--- src/rtl/mem_access_stage.sv ---
// rtl/mem_access_stage.sv - MEM stage: branch resolve, req/ack data-memory bus, MEM/WB register (optional timeout: MEM_TIMEOUT_EN)
module mem_access_stage #(
    parameter int TIMEOUT = 16
) (
    input  logic        clk,
    input  logic        rst,
    input  logic [31:0] npc,
    input  logic [31:0] alu_c,
    input  logic [31:0] rt_data,
    input  logic        zero,
    input  logic [4:0]  reg_rd,
    input  logic [1:0]  branch,
    input  logic        memr,
    input  logic        memw,
    input  logic        regw,
    input  logic        mem2reg,
    output logic        pc_src,
    output logic [31:0] br_target,
    output logic        mem_stall,
    output logic        dm_req,
    output logic        dm_we,
    output logic [31:0] dm_addr,
    output logic [31:0] dm_wdata,
    input  logic [31:0] dm_rdata,
    input  logic        dm_ack,
    output logic        wb_valid,
    output logic        wb_regw,
    output logic        wb_mem2reg,
    output logic [4:0]  wb_rd,
    output logic [31:0] wb_alu_c,
    output logic [31:0] wb_mem_data,
    output logic        align_err,
    output logic        bus_err
);

    localparam logic [0:0] IDLE = 1'b0;
    localparam logic [0:0] BUSY = 1'b1;

    logic [0:0] state;
    logic       access;
    logic       aligned;
    logic       abort;

    assign access  = memr | memw;
    assign aligned = (alu_c[1:0] == 2'b00);

    always_comb begin
        pc_src = 1'b0;
        case (branch)
            2'b01:   pc_src = zero;
            2'b10:   pc_src = ~zero;
            2'b11:   pc_src = 1'b1;
            default: pc_src = 1'b0;
        endcase
    end

    assign br_target = npc;
    assign mem_stall = ((state == IDLE) & access & aligned)
                     | ((state == BUSY) & ~dm_ack & ~abort);

`ifdef MEM_TIMEOUT_EN
    localparam int CW = $clog2(TIMEOUT + 1);
    logic [CW-1:0] to_cnt;

    assign abort = (state == BUSY) && (to_cnt == CW'(TIMEOUT - 1)) && !dm_ack;

    // Held at zero in IDLE, so it starts from zero on every entry to BUSY.
    always_ff @(posedge clk or negedge rst) begin
        if (!rst) begin
            to_cnt  <= '0;
            bus_err <= 1'b0;
        end else begin
            if (state == IDLE)
                to_cnt <= '0;
            else if (!dm_ack)
                to_cnt <= to_cnt + 1'b1;
            if (abort)
                bus_err <= 1'b1;
        end
    end
`else
    assign abort   = 1'b0;
    assign bus_err = 1'b0;
`endif

    always_ff @(posedge clk or negedge rst) begin
        if (!rst) begin
            state       <= IDLE;
            dm_req      <= 1'b0;
            dm_we       <= 1'b0;
            dm_addr     <= '0;
            dm_wdata    <= '0;
            wb_valid    <= 1'b0;
            wb_regw     <= 1'b0;
            wb_mem2reg  <= 1'b0;
            wb_rd       <= '0;
            wb_alu_c    <= '0;
            wb_mem_data <= '0;
            align_err   <= 1'b0;
        end else begin
            // MEM/WB defaults to a bubble; only completing instructions override it.
            wb_valid    <= 1'b0;
            wb_regw     <= 1'b0;
            wb_mem2reg  <= 1'b0;
            wb_rd       <= '0;
            wb_alu_c    <= '0;
            wb_mem_data <= '0;
            case (state)
                IDLE: begin
                    if (access) begin
                        if (aligned) begin
                            dm_addr  <= alu_c;
                            dm_wdata <= rt_data;
                            dm_we    <= memw;
                            dm_req   <= 1'b1;
                            state    <= BUSY;
                        end else begin
                            align_err <= 1'b1;
                        end
                    end else begin
                        wb_valid   <= 1'b1;
                        wb_regw    <= regw;
                        wb_mem2reg <= mem2reg;
                        wb_rd      <= reg_rd;
                        wb_alu_c   <= alu_c;
                    end
                end
                BUSY: begin
                    if (dm_ack) begin
                        dm_req      <= 1'b0;
                        state       <= IDLE;
                        wb_valid    <= 1'b1;
                        wb_regw     <= regw;
                        wb_mem2reg  <= mem2reg;
                        wb_rd       <= reg_rd;
                        wb_alu_c    <= alu_c;
                        wb_mem_data <= dm_we ? 32'd0 : dm_rdata;
                    end else if (abort) begin
                        dm_req <= 1'b0;
                        state  <= IDLE;
                    end
                end
                default: state <= IDLE;
            endcase
        end
    end

endmodule

--- config.mk ---
export PLATFORM = sky130hd
export DESIGN_NAME = mem_access_stage
export DESIGN_NICKNAME = d
export VERILOG_FILES = /design/src/rtl/mem_access_stage.sv
export SDC_FILE = /design/constraint.sdc
export NUM_CORES = 1
export LEC_CHECK = 0
export BUFFER_PORTS_ARGS = -buffer_cell sky130_fd_sc_hd__buf_2
export CAP_MARGIN = 10
export CELL_PAD_IN_SITES_DETAIL_PLACEMENT = 2
export CELL_PAD_IN_SITES_GLOBAL_PLACEMENT = 2
export CORE_MARGIN = 5
export CORE_UTILIZATION = 26
export CTS_BUF_LIST = sky130_fd_sc_hd__clkbuf_16
export DETAILED_ROUTE_END_ITERATION = 8
export GPL_ROUTABILITY_DRIVEN = 0
export HOLD_SLACK_MARGIN = 0.08
export PLACE_DENSITY = 0.85
export SYNTH_ARGS = -nofsm -noshare
export SYNTH_HDL_FRONTEND = slang
export SYNTH_SLANG_ARGS = --single-unit
--- constraint.sdc ---
create_clock -name clk -period 2.15 [get_ports clk]
set_input_delay 0.215 -clock clk [delete_from_list [all_inputs] [get_ports clk]]
set_output_delay 0.215 -clock clk [all_outputs]
set_load 0.01 [all_outputs]
; ---- Word-level counts from Yosys, hierarchy flattened
; Index checks and enable logic that the tools add are counted.
[word_totals]
wordCells = 58
input_bits = 143
out_inout_bits = 174
register_bits = 140
[op_classes]
muxes = 27
bitwise_logic = 9
n_eq_ne = 6
n_reduce_logical = 4
[ops]
columns = cell, n
row1 = 32-bit 2-to-1 mux, 5
row2 = 32-bit one-hot mux with 2 select lines, 1
row3 = 1-bit 2-to-1 mux, 12
row4 = 5-bit 2-to-1 mux, 2
row5 = 1-bit one-hot mux with 2 select lines, 5
row6 = 5-bit one-hot mux with 2 select lines, 1
row7 = 3-bit AND reduction, 3
row8 = "2-bit inequality test, second input constant", 3
row9 = "2-bit == test, second input constant", 2
row10 = 1-bit inverter, 4
row11 = 1-bit AND, 3
row12 = 1-bit one-hot mux with 3 select lines, 1
row13 = "2-bit by 1-bit == test with 1-bit output, second input constant", 1
row14 = 2-bit logical NOT, 1
row15 = 1-bit bitwise OR, 2

; ---- Longest topological paths before layout
; Gate-level depths: netlist (run 1).
[depth]
depth_word = 4
mapped_depth = 5
depth_no_buf = 3

; ---- Worst setup path before layout (run 1)
; OpenSTA, ideal clock, no wires.
[synth_path]
path_type = register to register
start = register state
end = register dm_addr[26]
setup_slack_ps = 567
t_arrival_ps = 1456
t_required_ps = 2022
period_less_slack_ps = 1583
n_path_buf = 2
path_stages_with_launch = 5
path_cell_list = dfrtp_1 nor4_4 buf_4 buf_4 mux2_1
[synth_between]
elab_chain_cells = 2
[synth_lines]
columns = item, line_no
row1 = from (decl), 39  ; logic [0:0] state;
row2 = from (signal assigned), 88  ; state <= IDLE;
row3 = from (signal assigned), 116  ; state <= BUSY;
row4 = from (signal assigned), 131  ; state <= IDLE;
row5 = 1-bit inverter (no source line), n/a
row6 = 3-bit AND reduction (no source line), n/a
row7 = to (signal assigned), 112  ; dm_addr <= alu_c;
row8 = to (decl), 22  ; output logic [31:0] dm_addr,
; Every way passes these cells.
; A chain may end at the register's enable or synchronous reset.

; ---- Worst setup path after layout (run 1)
[layout_path]
start = input memw
end = output mem_stall
[layout_between]
elab_chain_cells = 4
[layout_lines]
columns = item, line_no
row1 = from (decl), 14  ; input logic memw,
row2 = 1-bit bitwise OR, 44  ; assign access = memr | memw;
row3 = 1-bit AND (2 in a row), 58  ; assign mem_stall = ((state == IDLE) & access & aligned)
row4 = 1-bit bitwise OR, 59  ; | ((state == BUSY) & ~dm_ack & ~abort);
row5 = to (decl), 19  ; output logic mem_stall,
; Every way passes these cells.

==> results of run 1 <==
==> metrics by stage <==
stage	instance area, um2	power (uW)	instances	hold WS [ps]
2_1_floorplan	5090	3820	338	-80.6
3_3_place_gp	6440	4400	814	217
3_5_place_dp	6440	4500	814	233
4_1_cts	8050	7570	949	96.4
5_1_grt	8050	7870	951	100
6_report	8050	7490	951	112
==> routing by layer <==
| metal | wire length, um | up-vias | track usage |
|---|---|---|---|
| met3 | 1760 | 31 | 0.0678 |
| li1 | - | 1727 | - |
| met4 | 392 | 4 | 0.0613 |
| met1 | 6490 | 1961 | 0.172 |
| met5 | 32 | - | 0 |
| met2 | 9860 | 184 | 0.301 |
==> power by group through the flow <==
stage	registers, uW	logic (uW)	clock network (uW)
2_1_floorplan	3390	430	0
3_3_place_gp	3200	1200	0
3_5_place_dp	3240	1270	0
4_1_cts	3190	1420	2960
5_1_grt	3240	1530	3100
6_report	3200	1420	2870
==> cells by family (layout without fill, tap and decap cells) <==
kind of cell,Yosys count,after routing
compound gates,5,5
buf+inv,50,396
flops,140,140
simple gates,78,78
other cells,1,3
mux,64,64
==> final timing paths <==
path | start | end | depth (start not counted)
min reg2reg | dm_req | dm_req | 1
max in group asynchronous | rst | wb_alu_c[8] | 3
max reg2reg | state | dm_wdata[7] | 3
max | memw | mem_stall | 7
min | alu_c[0] | wb_alu_c[0] | 2
min in group asynchronous | rst | wb_mem2reg | 3
==> registers in the layout, summed over array words and instances (netlist names) <==
name	count
align_err	1
dm_wdata	32
wb_mem_data	32
wb_mem2reg	1
wb_valid	1
wb_regw	1
dm_req	1
dm_we	1
dm_addr	32
wb_rd	5
wb_alu_c	32
state	1
==> layout make-up <==
cell class | instances | share of cell area
antenna | 2 | 0.000621
clock buffer | 17 | 0.0528
clock inverter | 15 | 0.0185
inverter | 3 | 0.00140
multi-input combinational | 148 | 0.156
sequential | 140 | 0.435
tap | 265 | 0.0412
timing repair buffer | 361 | 0.294
==> synth_stat cells (all sizes together) <==
cell type and instances:
nand2 1, a21o 3, o31a 1, inv 3, nor4 1, o31ai 1
nor2 3, mux2 64, and2 32, dfrtp 140, buf 40, conb 1
nor2b 41, clkbuf 7
==> cell usage in the layout (no fill, tap or decap), types with 2 or more instances in the layout <==
cell type	count
buf_12	2
dlygate4sd3_1	103
buf_2	250
clkinvlp_4	5
buf_4	5
diode_2	2
inv_1	5
inv_6	4
bufinv_16	2
dfrtp_1	140
a21o_1	3
mux2_1	15
and2_1	32
clkbuf_16	17
mux2_2	49
nor2_1	3
nor2b_1	41
==> what timing repair did <==
action | in CTS | in global routing
endpoints found under the setup margin | 0 | 0
hold buffers | 103 | 0
endpoints found under the hold margin | 270 | 0
==> results.md, run 1 <==
| Item | Value |
| --- | --- |
| Core outline area | 19400 um2 |
| Setup clock skew after layout | 5.59 ps |
| Number of nets with antenna violations after routing | 0 |
| Top post-synthesis cells by area | dfrtp_1, mux2_2, buf_4 |
| Worst-path cell chain | dlygate4sd3_1 > buf_2 > nor2_1 > nor4_4 > buf_4 > a21o_1 > buf_2 |
| Number of storage elements in the synthesis netlist | 140 |
| Net count of the finished layout | 814 |
| Net switching power figure | 2070 uW |
| Layout fillers | 1985 |
| Wire length of the first global-routing pass | 28.2 mm |
| Cell repeated most along the worst path | buf_2 |
| Number of sinks handled by clock tree synthesis | 140 |
| Final setup violation count | 0 |
| Final critical-path required period | 1880 ps |
| Switching Share | 0.277 |
| Cell row count | 51 |
| Post-Synth XOR/XNOR Area | 0 |
| Share of the core filled with cells | 0.415 |
| Layout cells sized above 1 | 0.494 |
| Clock root buffer | clkbuf_16 |
| Critical path fanouts, max | 6 |
| Final HPWL from detailed placement | 12.2 mm |
| Maximum Capacitance Violations | 0 |
| TritonCTS clock tree | built |
| Endpoint type of the worst setup path | primary output |
| Final wirelength | 18.5 mm |
| Setup slack of the critical path after layout | 272 ps |
| Critical path's slowest cell | dlygate4sd3_1 |
| Cell variety after synth | 17 |
| Buffer count from post-CTS setup fixing | 0 |
| Mean post-synth cell area | 15.1 um2 |
| Mapped Cells | 338 |
| Share of total power in the clock network | 0.383 |
| Cell taking the most area after synthesis | dfrtp_1 |
| Final hold violation count | 0 |
| Clock slew seen by the registers of the worst setup and hold paths | 60 ps |
| FF/Latch Area | 3500 um2 |
| Number of global-route vias before repair | 4663 |
| Total Die Area | 22500 um2 |
| Main combinational cell family by area after synthesis | multiplexers |
| Bufs on Longest Clock Path | 2 |
| Share of the synthesized area in the top cell type | 0.688 |
| Area used by multi-input combinational logic | 1260 um2 |
| Type of the tightest min-delay check | input port to flip-flop |
| Basic-gate share of the synthesized area counting and, or, nand and nor cells | 0.0968 |
| Count of H-tree levels built during CTS | 4 |
| Tot GR Track Use | 0.166 |
| Starting density of the core | 0.262 |
| Area Growth Syn to Fin | 58.2% |
| Average wire per standard cell | 19.5 um |
| Worst-case setup slack after placement | 285 ps |
| Io pins | 317 |
| YS warnings | 0 |
| Total negative setup slack | 0 ps |
| Adder and majority cell fraction of the synthesized area | 0 |
| Drt initial violations | 54 |
| Count of instances resized after the clock tree is built | 0 |
| Crit path required time | 1930 ps |
| Fraction of the cycle the final worst path needs | 0.873 |
| CTS Buf Count | 17 |
| Biggest cell delay along the critical path | 530 ps |
| F_max | 533 MHz |
| Count of unresolved DRC violations after routing | 0 |
| Status | finished, final reports clean |
| Worst path arrival time | 1660 ps |
| Area fraction in compound gates after synthesis | 0.00762 |
| Total power per unit cell area | 930 nW/um2 |
| Vert. Die Dim | 150 um |
| Number of detailed-routing iterations run before antenna repair | 5 |
| Reg2Reg Setup Slack | 290 ps |
| Clock latency at the later pin of the worst-skew pair | 410 ps |
| Type of the worst setup path | input port to primary output |
| Fraction of the yosys area taken by sequential cells | 0.688 |
| Internal Pwr Total | 5420 uW |
| Post-synthesis cell area | 5090 um2 |
| Multiplexer fraction of the synthesized cell area | 0.142 |
| Static leakage power | 0.00411 uW |
| Count of pins over their slew limit | 0 |
| Quantity of I/O buffers inserted on ports | 251 |
| Worst vdd rail ir drop | 0.000522 V |
| Sequential power share | 0.427 |
| Cell family contributing the most delay on the critical path | buffers and inverters |
| Number of buffers and inverters on the critical path | 4 |
| Die X-Extent | 150 um |
| Mapped Nets | 481 |
| Least-Margin Pin Slew | 937 ps |
| Type of element launching the critical path | input port |
| Via-per-instance ratio | 4.11 |
| Number of antenna violations at the first check in global routing | 4 |
| Global-route congestion overflow total | 0 |
| Pin count of the biggest net entering global routing | 80 |
| Combinational power share | 0.189 |
| Vias | 3907 |
| Worst-case headroom to the max-slew limit | 0.375 |
| Unrepaired setup endpoints after global routing | no |
No activity file was read; power rests on OpenSTA's default activity.
==> run 2, diff against run 1 <==
--- a/config.mk
+++ b/config.mk
@@ -14,8 +14,9 @@
 export CTS_BUF_LIST = sky130_fd_sc_hd__clkbuf_16
 export DETAILED_ROUTE_END_ITERATION = 8
 export GPL_ROUTABILITY_DRIVEN = 0
+export GPL_TIMING_DRIVEN = 1
 export HOLD_SLACK_MARGIN = 0.08
-export PLACE_DENSITY = 0.85
+export PLACE_DENSITY = 0.77
 export SYNTH_ARGS = -nofsm -noshare
 export SYNTH_HDL_FRONTEND = slang
 export SYNTH_SLANG_ARGS = --single-unit
==> results.md, run 2 (same netlist as run 1, synthesis figures left out) <==
| Item | Value | Change |
| --- | --- | --- |
| Most common cell after layout, fill and taps aside | buf_2 |  |
| CTS Buf Count | 17 | unchanged |
| Average wire per standard cell | 19.4 um | -0.50% |
| Total Die Area | 22500 um2 | unchanged |
| Worst vdd rail ir drop | 0.000513 V | -1.7% |
| Number of antenna violations at the first check in global routing | 1 | -3 |
| Final hold violation count | 0 | unchanged |
| Least-Margin Pin Slew | 532 ps | -405 ps |
| Source of the critical timing path | state |  |
| Global-route congestion overflow total | 0 | unchanged |
| Hold path cells | 2 | unchanged |
| Core outline area | 19400 um2 | unchanged |
| Worst-case headroom to the max-slew limit | 0.645 | +0.270 |
| Area used by multi-input combinational logic | 1260 um2 | unchanged |
| Count of placed standard cells in the final layout, fillers left out | 949 | -0.21% |
| Tot GR Track Use | 0.167 | +0.000268 |
| Fraction of the cycle the final worst path needs | 0.931 | +0.0578 |
| Final wirelength | 18.4 mm | -0.71% |
| Total negative setup slack | 0 ps | unchanged |
| Layout fillers | 2017 | +1.6% |
| Status | finished, final reports clean |  |
| Placed Instances | 814 | unchanged |
| Via-per-instance ratio | 4.09 | -0.35% |
| Quantity of I/O buffers inserted on ports | 251 | unchanged |
| Setup clock skew after layout | 8.17 ps | +2.57 ps |
| Endpoint of the worst hold path | wb_alu_c[0] |  |
| Origin of the critical flop-to-flop path | state |  |
| Number of global-route vias before repair | 4833 | +3.6% |
| Final critical-path required period | 2000 ps | +124 ps |
| Starting density of the core | 0.262 | unchanged |
| Type of the worst setup path | flip-flop to primary output |  |
| Reg2Reg Setup Slack | 390 ps | +100 ps |
| Endpoint type of the worst setup path | primary output |  |
| Number of sinks handled by clock tree synthesis | 140 | unchanged |
| F_max | 500 MHz | -6.2% |
| Clock latency at the later pin of the worst-skew pair | 410 ps | about the same |
| Cell row count | 51 | unchanged |
| Total power per unit cell area | 908 nW/um2 | -2.3% |
| Highest-count cells in the layout ignoring fill and taps | buf_2, dfrtp_1, dlygate4sd3_1 |  |
| Vias | 3885 | -0.56% |
| Type of element launching the critical path | flip-flop |  |
| Layout cells sized above 1 | 0.493 | -0.000741 |
| Type of the tightest min-delay check | input port to flip-flop |  |
| Amount of wire on met2 after detailed routing | 10.1 mm | +2.2% |
| Clock slew seen by the registers of the worst setup and hold paths | 50 ps | about the same |
| Die X-Extent | 150 um | unchanged |
| Worst Reg-to-Reg Cells | 3 | unchanged |
| Met3 WL post-DR | 1.86 mm | +5.7% |
| Drt initial violations | 77 | +43% |
| Static leakage power | 0.00410 uW | -0.30% |
| FF/Latch Area | 3500 um2 | unchanged |
| Vert. Die Dim | 150 um | unchanged |
| Count of pins over their slew limit | 0 | unchanged |
| Bufs on Longest Clock Path | 2 | unchanged |
| Io pins | 317 | unchanged |
| Met1 WL | 6.08 mm | -6.2% |
| Critical path fanouts, max | 22 | +16 |
| Number of nets with antenna violations after routing | 0 | unchanged |
| Pin count of the biggest net entering global routing | 56 | -30% |
| Maximum Capacitance Violations | 0 | unchanged |
| PnR Total Power | 7290 uW | -2.6% |
| Worst path arrival time | 1790 ps | +130 ps |
| End of the worst register-to-register path | dm_wdata[6] |  |
| Wire length of the first global-routing pass | 28.4 mm | +0.61% |
| Clock root buffer | clkbuf_16 |  |
| Buffer count from post-CTS setup fixing | 0 | unchanged |
| Worst hold start | alu_c[0] |  |
| Count of unresolved DRC violations after routing | 0 | unchanged |
| Crit path required time | 1930 ps | about the same |
| Count of H-tree levels built during CTS | 4 | unchanged |
| Number of detailed-routing iterations run before antenna repair | 4 | -1 |
| Final setup violation count | 0 | unchanged |
| Highest signal layer in the routed design | met4 |  |
| Final HPWL from detailed placement | 11.7 mm | -3.5% |
| Area Growth Syn to Fin | 57.7% |  |
| Unrepaired setup endpoints after global routing | no |  |
| Net count of the finished layout | 814 | unchanged |
| TritonCTS clock tree | built |  |
## run 2: worst max-delay path by stage
| stage | endpoint | slack [ps] | cells after the start |
|---|---|---|---|
| global placement | dm_wdata[4] | 500 | 3 |
| CTS | mem_stall | 50 | 4 |
| global route | mem_stall | 10 | 4 |
| floorplan | dm_addr[26] | 570 | 4 |
| detailed placement | dm_wdata[0] | 460 | 3 |
| finish | mem_stall | 150 | 4 |
## run 2: stage by stage
stage	setup slack (ps)	util	hold WS [ps]	cell area [um2]
finish	148	0.414	124	8030
floorplan	567	-	-80.6	5090
detailed placement	462	0.333	226	6460
CTS	52.3	0.413	98.3	8020
global route	9.70	0.414	115	8030
global placement	497	0.333	210	6460
## run 2: worst max-delay path, stage by stage, from the launching register on
cell and delay [ps]:
dfrtp_1 460, nor4_4 430, buf_8 250, a21o_1 110
buf_2 130
## run 2: power breakdown
group | internal, uW | total (uW) | switching, uW
clock | 1560 | 2690 | 1130
combinational | 712 | 1420 | 703
sequential | 3000 | 3190 | 186
total | 5280 | 7290 | 2020
## run 2: cell type report
type,instances,share of cell area
Antenna cell,1,0.000312
Clock buffer,17,0.0530
Clock inverter,14,0.0132
Inverter,3,0.00140
Multi-Input combinational cell,148,0.157
Sequential cell,140,0.436
Tap cell,265,0.0413
Timing Repair Buffer,361,0.298
## run 2: repair_timing
action	4_1_cts	5_1_grt
setup endpoints to repair	0	1
resized for setup	0	2
hold buffers	103	0
hold endpoints to repair	185	0
## run 2: metal layers
metal,vias up,global-route usage
met4,0,0.0622
met1,1940,0.163
met5,-,0
met2,191,0.310
met3,29,0.0703
li1,1725,-
